`config.mk`:
```
export PLATFORM = sky130hd
export DESIGN_NAME = qs_srt_ctrl
export DESIGN_NICKNAME = d
export VERILOG_FILES = /design/src/rtl/qs_pkg.sv /design/src/rtl/qs_srt_ctrl.sv
export SDC_FILE = /design/constraint.sdc
export NUM_CORES = 1
export LEC_CHECK = 0
export BUFFER_PORTS_ARGS = -buffer_cell sky130_fd_sc_hd__buf_2
export CORE_MARGIN = 2
export CORE_UTILIZATION = 47
export DETAILED_ROUTE_END_ITERATION = 16
export PLACE_DENSITY = 0.76
export SLEW_MARGIN = 20
export SYNTH_ARGS = -nofsm -noshare
export SYNTH_HDL_FRONTEND = slang
export SYNTH_SLANG_ARGS = --single-unit
```
`constraint.sdc`:
```
create_clock -name clk -period 2.6 [get_ports clk]
set_clock_uncertainty 0.1 [all_clocks]
set_input_delay 0 -clock clk [delete_from_list [all_inputs] [get_ports clk]]
set_output_delay 0 -clock clk [all_outputs]
set_load 0.005 [all_outputs]
```
`src/rtl/qs_pkg.sv`:
```
// Shared types for the qs sorter: index/range types, the scheduler state
// encoding and a range helper.
package qs_pkg;

  localparam int N  = 16;
  localparam int AW = $clog2(N);
  localparam int W  = 2 * AW;

  typedef logic [AW-1:0] addr_t;
  typedef logic [AW:0]   addr_ext_t;

  // Stack word layout: lo in the MSBs, hi in the LSBs.
  typedef struct packed {
    addr_t lo;
    addr_t hi;
  } range_t;

  typedef enum logic [3:0] {
    S_IDLE,
    S_PUSH,
    S_POP,
    S_POP_WAIT,
    S_ISSUE,
    S_WAIT_RES,
    S_SPLIT,
    S_DONE,
    S_ERR
  } ctrl_state_t;

  // A range needs partitioning only when it holds at least two elements.
  function automatic logic range_valid(input addr_t lo, input addr_t hi);
    return addr_ext_t'(hi) >= (addr_ext_t'(lo) + addr_ext_t'(1));
  endfunction

endpackage

```
`src/rtl/qs_srt_ctrl.sv`:
```
// Quicksort range scheduler: pops ranges from the attached stack, issues them
// to the partition unit and pushes back the sub-ranges around each pivot.
module qs_srt_ctrl
  import qs_pkg::*;
(
  input  logic          clk,
  input  logic          rst,
  input  logic          start_vld,
  input  logic [AW-1:0] start_lo,
  input  logic [AW-1:0] start_hi,
  output logic          start_rdy,
  output logic          job_vld_r,
  output logic [AW-1:0] job_lo_r,
  output logic [AW-1:0] job_hi_r,
  input  logic          job_rdy,
  input  logic          res_vld,
  input  logic [AW-1:0] res_pivot,
  output logic          stk_cmd_vld_r,
  output logic          stk_cmd_push_r,
  output logic [W-1:0]  stk_cmd_push_dat_r,
  output logic          stk_cmd_clr_r,
  input  logic [W-1:0]  stk_head_r,
  input  logic          stk_head_vld_r,
  input  logic          stk_cmd_err_w,
  input  logic          stk_empty_w,
  input  logic          stk_full_w,
  output logic          done_r,
  output logic          err_r,
  output ctrl_state_t   state_o
);

  // Handshakes: job_vld_r/job_rdy is valid/ready -- once raised, job_vld_r and
  // job_lo_r/job_hi_r hold until the cycle job_rdy is seen high, then drop.
  // Stack commands are single-cycle pulses; at most one is ever in flight.

  ctrl_state_t   state_q, state_d;
  logic          job_vld_q, job_vld_d;
  addr_t         job_lo_q, job_lo_d, job_hi_q, job_hi_d;
  addr_t         piv_q, piv_d;
  logic          cmd_vld_q, cmd_vld_d, cmd_push_q, cmd_push_d;
  logic [W-1:0]  cmd_dat_q, cmd_dat_d;
  logic          clr_q, clr_d, done_q, done_d, err_q, err_d;

  range_t        head, left_rng, right_rng, push_dat;
  addr_ext_t     lo_x, hi_x, p_x;
  logic          left_ok, right_ok, push_req, go_err;

  assign head      = stk_head_r;
  assign lo_x      = addr_ext_t'(job_lo_q);
  assign hi_x      = addr_ext_t'(job_hi_q);
  assign p_x       = addr_ext_t'(piv_q);
  // Widened compares keep p=0 and p=N-1 from wrapping.
  assign left_ok   = p_x >= (lo_x + addr_ext_t'(2));
  assign right_ok  = hi_x >= (p_x + addr_ext_t'(2));
  assign left_rng  = '{lo: job_lo_q, hi: piv_q - addr_t'(1)};
  assign right_rng = '{lo: piv_q + addr_t'(1), hi: job_hi_q};

  always_ff @(posedge clk or posedge rst) begin
    if (rst) begin
      state_q    <= S_IDLE;
      job_vld_q  <= 1'b0;
      job_lo_q   <= '0;
      job_hi_q   <= '0;
      piv_q      <= '0;
      cmd_vld_q  <= 1'b0;
      cmd_push_q <= 1'b0;
      cmd_dat_q  <= '0;
      clr_q      <= 1'b0;
      done_q     <= 1'b0;
      err_q      <= 1'b0;
    end else begin
      state_q    <= state_d;
      job_vld_q  <= job_vld_d;
      job_lo_q   <= job_lo_d;
      job_hi_q   <= job_hi_d;
      piv_q      <= piv_d;
      cmd_vld_q  <= cmd_vld_d;
      cmd_push_q <= cmd_push_d;
      cmd_dat_q  <= cmd_dat_d;
      clr_q      <= clr_d;
      done_q     <= done_d;
      err_q      <= err_d;
    end
  end

  always_comb begin
    state_d    = state_q;
    job_vld_d  = job_vld_q;
    job_lo_d   = job_lo_q;
    job_hi_d   = job_hi_q;
    piv_d      = piv_q;
    cmd_vld_d  = 1'b0;
    cmd_push_d = cmd_push_q;
    cmd_dat_d  = cmd_dat_q;
    clr_d      = 1'b0;
    done_d     = 1'b0;
    err_d      = err_q;
    push_req   = 1'b0;
    push_dat   = '0;
    go_err     = 1'b0;

    unique case (state_q)
      S_IDLE: begin
        if (start_vld) begin
          err_d = 1'b0;
          if (!range_valid(start_lo, start_hi)) begin
            done_d  = 1'b1;
            state_d = S_DONE;
          end else begin
            push_req = 1'b1;
            push_dat = '{lo: start_lo, hi: start_hi};
            state_d  = S_POP;
          end
        end
      end
      S_POP: begin
        // Wait out a push still in flight so stk_empty_w is settled.
        if (!cmd_vld_q) begin
          if (stk_empty_w) begin
            done_d  = 1'b1;
            state_d = S_DONE;
          end else begin
            cmd_vld_d  = 1'b1;
            cmd_push_d = 1'b0;
            state_d    = S_POP_WAIT;
          end
        end
      end
      S_POP_WAIT: begin
        if (stk_head_vld_r) begin
          job_lo_d  = head.lo;
          job_hi_d  = head.hi;
          job_vld_d = 1'b1;
          state_d   = S_ISSUE;
        end
      end
      S_ISSUE: begin
        if (job_rdy) begin
          job_vld_d = 1'b0;
          state_d   = S_WAIT_RES;
        end
      end
      S_WAIT_RES: begin
        if (res_vld) begin
          piv_d   = res_pivot;
          state_d = S_SPLIT;
        end
      end
      S_SPLIT: begin
        // Right goes in first so the left range is popped next.
        if (right_ok) begin
          push_req = 1'b1;
          push_dat = right_rng;
          state_d  = left_ok ? S_PUSH : S_POP;
        end else if (left_ok) begin
          push_req = 1'b1;
          push_dat = left_rng;
          state_d  = S_POP;
        end else begin
          state_d = S_POP;
        end
      end
      S_PUSH: begin
        push_req = 1'b1;
        push_dat = left_rng;
        state_d  = S_POP;
      end
      S_DONE:  state_d = S_IDLE;
      S_ERR:   state_d = S_IDLE;
      default: state_d = S_IDLE;
    endcase

    if (push_req) begin
      if (stk_full_w) begin
        go_err = 1'b1;
      end else begin
        cmd_vld_d  = 1'b1;
        cmd_push_d = 1'b1;
        cmd_dat_d  = push_dat;
      end
    end

    if (go_err || (stk_cmd_err_w && state_q != S_ERR)) begin
      state_d   = S_ERR;
      err_d     = 1'b1;
      clr_d     = 1'b1;
      cmd_vld_d = 1'b0;
      job_vld_d = 1'b0;
      done_d    = 1'b0;
    end
  end

  assign start_rdy          = (state_q == S_IDLE);
  assign job_vld_r          = job_vld_q;
  assign job_lo_r           = job_lo_q;
  assign job_hi_r           = job_hi_q;
  assign stk_cmd_vld_r      = cmd_vld_q;
  assign stk_cmd_push_r     = cmd_push_q;
  assign stk_cmd_push_dat_r = cmd_dat_q;
  assign stk_cmd_clr_r      = clr_q;
  assign done_r             = done_q;
  assign err_r              = err_q;
  assign state_o            = state_q;

endmodule

```
==> results.toml, run 1 <==
[run_status]
outcome = "finished, violations left"
violations = "setup timing"

[timing]
max_slew_margin_pct = 59.0
final_max_slew_viol_count = 0
rsz0062_at_grt = "yes"
period_minus_slack_ps = 2740
setup_viol = 16
setup_ws_ps = -139
hold_viol = 0
holdWs_ps = 19.4
fin_crit_sh_pct = 105
worst_pin_slew_ps = 612
max_freq_mhz = 365

[pwr]
p_sw_share_pct = 39.9
p_leak_uw = 0.00159
seq_power_share_pct = 23.3
power_switching_uw = 1410
clockPowerShare_pct = 11.2
powerDensity_mw_per_mm2 = 1140
ir_worst_vdd_mv = 0.755
power_frac_comb_pct = 65.5
p_int_uw = 2120

[route]
drt-initial-drc-count = 129
vias = 2058
ant_nets = 0
drc = 0
drt-total-wl_um = 6170
wl_per_cell_um = 16.8
dr.pass1.iters = 4
viasPerCell = 5.59

[worst_hold_path]
whs_endpoint = "stk_cmd_push_dat_r[1]"
hold_class = "in -> reg"
min-delay-start = "start_hi[1]"
holdPathStages = 4

[grt]
grt_max_degree = 17
antenna_found_initial = 0
grt.total_usage_pct = 24.5
grt_overflow = 0
grt_pass1_wl_um = 9450
grt_pass1_vias = 2002

[clocking]
numCtsBuffers = 5
tritoncts = "yes"
cts.sinks = 30
cts_max_path_buffers = 2
clkTransAtPathRegs_ps = 70
worstSkewPairLatency_ps = 290
htree_levels = 2
cts_root_buf = "clkbuf_8"

[cells_and_area]
area_growth_syn_to_layout_pct = 50.9
diodes = 0
drive_gt1_share_pct = 45.6
fin_nets = 363
design_area_sq_mm = 0.00311
utilization_pct = 72.3
fin_cells = 368

[placement]
gp_congestion = 0.896
dp.cells = 334
dpl_worst_slack_ps = -106
dpl-instance-area_sq_mm = 0.00264
hpwl_um = 4110
port_buffers = 55

[yosys]
synth_common_cells = "dfrtp_1, ha_1, inv_1, nand2_1, nor2_1"
synth_edf_count = 0
synth_flop_cell = "dfrtp_1"
synth_fa_ha_area_share_pct = 11.6
synth_top_area_share_pct = 36.5
synth_top_area_cell = "dfrtp_1"
synth_xor_area_share_pct = 3.40
synth_most_common_cell = "dfrtp_1"
synth_nets = 252
syn_area_sq_mm = 0.00206
yosys_warnings = 0
synth-seq-cells = 30
synth.mux.area_fraction_pct = 12.2
synthCells = 204
synth.distinct_cells = 46
synth_compound_area_share_pct = 16.1
yosysSeqAreaShare_pct = 36.5
synth-async-reset-ratio_pct = 100
netlist_top_cells_area = "dfrtp_1, ha_1, mux2_1"
yosys.area_share.simple_pct = 14.9
synth_top_family_by_area = "compound AO/OA/AOI/OAI gates"
synth_area_per_cell_sq_um = 10.1

[floorplanning]
rows = 24
io-pin-count = 56
start_util_pct = 47.9
core_area_sq_mm = 0.00429
dieWidth_um = 70.2
chipHeight_um = 70.2
die-area_sq_mm = 0.00492

[critical_path]
timing.rr.end = "done_r"
arrival_ps = 2860
crit_fanout = 6
reg2reg_depth = 10
r2r-start = "job_lo_r[1]"
crit_type = "reg -> reg"
cp-start-kind = "flip-flop"
crit_start = "job_lo_r[1]"
cp.required_ps = 2720
reg2reg_slack_ps = -140
endpoint_kind = "flip-flop"

[job]
cap_violations = 0
-- layout by cell type (no fill, tap or decap), types with 5 or more instances in the layout --
cell type / count
a21oi_1: 6
a22o_1: 6
buf_2: 55
buf_4: 35
clkbuf_8: 6
dfrtp_1: 28
dlygate4sd3_1: 18
ha_1: 12
ha_4: 6
inv_1: 14
mux2_2: 8
mux2i_1: 7
nand2_1: 17
nand3_1: 5
nor2_1: 8
-- stage by stage --
step | TNS [ps] | power (uW)
after global placement | -120 | 2450
after CTS | -60.5 | 3290
after global routing | -2120 | 3730
after detailed placement | -899 | 2510
after floorplan | -869 | 1820
final | -1390 | 3530
-- state kept, by name, indices dropped and copies added, names as in the netlist --
| signal | cells |
|---|---|
| stk_cmd_push_dat_r | 8 |
| job_hi_r | 4 |
| job_lo_r | 4 |
| piv_q | 4 |
| state_o | 4 |
| done_r | 1 |
| err_r | 1 |
| job_vld_r | 1 |
| stk_cmd_clr_r | 1 |
| stk_cmd_push_r | 1 |
| stk_cmd_vld_r | 1 |
-- logic make-up after synthesis --
| logic type | after synthesis |
|---|---|
| buffers and inverters | 26 |
| XOR/XNOR | 8 |
| AND/OR/NAND/NOR | 56 |
| flip-flops | 30 |
| multiplexers | 23 |
| AO/OA/AOI/OAI | 42 |
| adder cells (fa/ha/maj) | 19 |
-- how the worst max path moves through the flow --
stage,endpoint,slack (ps),depth (start not counted)
after floorplan,stk_cmd_push_dat_r[1],-140,10
after global placement,job_vld_r,-40,8
after CTS,job_vld_r,-50,9
after global routing,done_r,-180,9
final,done_r,-140,10
after detailed placement,state_o[2],-110,9
-- what timing repair did --
| action | in CTS | in global routing |
|---|---|---|
| hold buffers | 18 | 0 |
| pin swaps | 5 | 10 |
| endpoints found under the hold margin | 33 | 0 |
| resized for setup | 13 | 10 |
| buffers inserted | 7 | 3 |
| setup endpoints to repair | 16 | 16 |
-- power groups by stage --
stage / combinational [uW] / clock, uW / sequential, uW
after detailed placement: 1700 / 0 / 813
after global routing: 2470 / 418 / 844
after floorplan: 1010 / 0 / 807
after global placement: 1650 / 0 / 802
final: 2310 / 396 / 822
after CTS: 2080 / 401 / 806
-- critical path, cell delays in order (launching register included) --
cell and delay, ps:
dfrtp_1 430, ha_4 290, inv_2 50, ha_4 220, o21a_1 200, nor2_2 170
nor4bb_2 80, or4_4 590, a22o_4 320, buf_6 140, a21oi_2 90
-- layer usage --
metal | wire length, um | global-route usage (%)
met4 | 170 | 8.76
met1 | 2630 | 30.9
met3 | 337 | 5.34
met5 | 0 | 0
met2 | 3040 | 41.4
-- cell type report --
| class | count | area (sq um) |
|---|---|---|
| fillers | 293 | 1190 |
| well taps | 52 | 65.1 |
| repair buffers | 112 | 763 |
| flip-flops and latches | 30 | 753 |
| inverters | 18 | 67.6 |
| clock buffers | 7 | 86.3 |
| multi-input cells | 148 | 1370 |
| clock inverters | 1 | 5.00 |
(Power assumes the default switching activity.)
==> run 2: changes to the inputs <==
--- a/config.mk
+++ b/config.mk
@@ -5,9 +5,10 @@
 export SDC_FILE = /design/constraint.sdc
 export NUM_CORES = 1
 export LEC_CHECK = 0
+export ABC_AREA = 1
 export BUFFER_PORTS_ARGS = -buffer_cell sky130_fd_sc_hd__buf_2
 export CORE_MARGIN = 2
-export CORE_UTILIZATION = 47
+export CORE_UTILIZATION = 48
 export DETAILED_ROUTE_END_ITERATION = 16
 export PLACE_DENSITY = 0.76
 export SLEW_MARGIN = 20
==> run 2 against run 1 <==
Compared with the run above: critical path depth increased by 5; utilization decreased by 7.2 points; sequential cell count unchanged; combinational power decreased by 27%; worst hold slack improved by 5.2 ps; setup slack improved by 310 ps; die area increased by 6.6%; power decreased by 18%; highest routed layer unchanged; synthesized area increased by 9.3%; the flow now finishes without violations.
==> results.toml, run 2 <==
[cells_and_area]
mostFrequentLayoutCell = "nand2_1"
area_growth_syn_to_layout_pct = 28.6
diodes = 0
fin_nets = 446
design_area_sq_mm = 0.00289
final_cell_mix = "nand2_1, buf_2, inv_1"
multi_input_comb_area_sq_mm = 0.00126
drive_gt1_share_pct = 23.8
seqCellArea_sq_um = 753
utilization_pct = 65.1
largest_reg_flops = 8
fillers = 368

[critical_path]
critical-path-top-delay-family = "simple AND/OR/NAND/NOR gates"
crit_fanout = 8
crit_path_frequent_cell = "nand2_1"
crit_type = "reg -> reg"
critPathSlowestCell = "dfrtp_2"
arrival_ps = 2500
cp-start-kind = "flip-flop"
endpoint_kind = "flip-flop"
worstPathCellList = "inv_1, ha_1, inv_1, ha_1, nand2_1, inv_1, nand3_1, nand3_1, nand2_4, buf_4, or2_2, nand3_1, nand2_1, nand2_1, nand2_1"
critPathMaxStageDelay_ps = 420
path_buf_inv = 4
cp.required_ps = 2680

[route]
drt-total-wl_um = 5840
ant_nets = 0
drc = 0
vias = 2337
viasPerCell = 5.18
wl_per_cell_um = 12.9
drt-initial-drc-count = 187
dr.pass1.iters = 5

[timing]
max_freq_mhz = 412
final_max_slew_viol_count = 0
worst_pin_slew_ps = 403
max_slew_margin_pct = 73.1
hold_viol = 0
fin_crit_sh_pct = 93.3
period_minus_slack_ps = 2420
setup_viol = 0

[clocking]
numCtsBuffers = 5
clkTransAtPathRegs_ps = 70
tritoncts = "yes"
cts_root_buf = "clkbuf_8"
cts_max_path_buffers = 2
cts.sinks = 30
worstSkewPairLatency_ps = 280
htree_levels = 2

[placement]
port_buffers = 55
hpwl_um = 4380
gp_congestion = 0.914
dpl-instance-area_sq_mm = 0.00261

[pwr]
seq_power_share_pct = 28.7
power.total_uw = 2910
p_int_uw = 1560
powerDensity_mw_per_mm2 = 1000
ir_worst_vdd_mv = 0.503
power_switching_uw = 1340
p_leak_uw = 0.00165
power_frac_comb_pct = 57.9
clockPowerShare_pct = 13.4
p_sw_share_pct = 46.2

[grt]
grt_pass1_vias = 2213
antenna_found_initial = 0
grt.total_usage_pct = 23.6
grt_max_degree = 31
grt_pass1_wl_um = 9600
grt_overflow = 0

[floorplanning]
rows = 24
chipHeight_um = 72.5
start_util_pct = 50.6
io-pin-count = 56
core_area_sq_mm = 0.00444
die-area_sq_mm = 0.00525
dieWidth_um = 72.5

[yosys]
synth.distinct_cells = 29
synth-seq-cells = 30
synth_nets = 363
synth_common_cells = "nand2_1, inv_1, nand3_1, dfrtp_1, ha_1"
synthCells = 315
yosys.area_share.simple_pct = 34.9
synth_area_per_cell_sq_um = 7.14
synth_most_common_cell = "nand2_1"
synth_top_family_by_area = "simple AND/OR/NAND/NOR gates"
synth.mux.area_fraction_pct = 0
synth_top_area_cell = "dfrtp_1"
synth-async-reset-ratio_pct = 100
synth_edf_count = 0
synth_top_area_share_pct = 33.4
netlist_top_cells_area = "dfrtp_1, nand2_1, ha_1"
yosysSeqAreaShare_pct = 33.4
synth_xor_area_share_pct = 2.73
synth_flop_cell = "dfrtp_1"
yosys_warnings = 0
synth_fa_ha_area_share_pct = 10.6
synth_compound_area_share_pct = 7.40
syn_area_sq_mm = 0.00225

[worst_hold_path]
hold_class = "in -> reg"

[job]
cap_violations = 0

[run_status]
outcome = "completed"
run 2: cell count changes in the layout (fill, tap and decap cells not counted), sizes merged, moves of 4 or more:
cell / previous run / this run
inv: 18 / 57
mux2i: 7 / 0
nor2: 11 / 22
o21a: 4 / 0
nor2b: 4 / 0
a22o: 7 / 0
nand2: 17 / 103
o22ai: 0 / 4
o21ai: 5 / 17
mux2: 16 / 0
buf: 94 / 64
nand2b: 4 / 0
nand3: 5 / 36
run 2: metal layers:
layer / part of all wire (%) / track usage, % / wire length [um]
met3: 7.5 / 4.31 / 437
met5: 0 / 0 / 0
met1: 43 / 30.3 / 2490
met4: 2.8 / 9.67 / 161
met2: 47 / 39.3 / 2750
run 2: path summary, 6_finish.rpt:
| path | cells past startpoint | start | slack, ps | to |
|---|---|---|---|---|
| max reg2reg | 15 | piv_q[1] | 180 | stk_cmd_push_dat_r[1] |
| max | 15 | piv_q[1] | 180 | stk_cmd_push_dat_r[1] |
| min in group asynchronous | 4 | rst | 260 | stk_cmd_push_dat_r[2] |
| min | 5 | start_lo[2] | 20 | stk_cmd_push_dat_r[6] |
| max in group asynchronous | 4 | rst | 1840 | piv_q[2] |
| min reg2reg | 2 | stk_cmd_push_dat_r[0] | 370 | stk_cmd_push_dat_r[0] |
run 2: power by group through the flow:
stage | registers (uW) | logic (uW) | clock network, uW
after floorplan | 825 | 1070 | 0
after global placement | 836 | 1500 | 0
after detailed placement | 837 | 1550 | 0
after CTS | 830 | 1580 | 398
after global routing | 859 | 1910 | 420
final | 835 | 1680 | 389
run 2: final cells by class:
cell class	count	area share (%)
Clock inverter	1	0.173
Timing Repair Buffer	80	17.4
Clock buffer	7	2.98
Sequential cell	30	26.0
Tap cell	52	2.25
Inverter	58	7.70
Multi-Input combinational cell	223	43.5
run 2: per-stage QoR:
step | setup TNS (ps) | cells | hold slack (ps) | setup slack [ps]
after floorplan | 0 | 315 | -9.19 | 428
after global placement | 0 | 424 | -3.44 | 119
after detailed placement | 0 | 424 | 2.62 | 46.8
after CTS | 0 | 448 | 17.2 | 22.9
after global routing | -8.47 | 451 | 37.9 | -8.47
final | 0 | 451 | 24.6 | 175
run 2: repair_timing:
action                                  in CTS  in global routing
resized for setup                            0                  4
buffers inserted                             0                  3
hold endpoints to repair                    50                  0
hold buffers                                16                  0
endpoints found under the setup margin       0                 18
run 2: worst min-delay path, cell delays in order:
cell	delay, ps
buf_2	120
nand3_1	80
nand3_1	80
nand2_1	50
nand2_1	40
run 2: logic make-up after synthesis:
group,after synthesis
simple gates,167
xor+xnor,7
fa+ha+maj,19
flops,30
compound gates,30
buf+inv,62
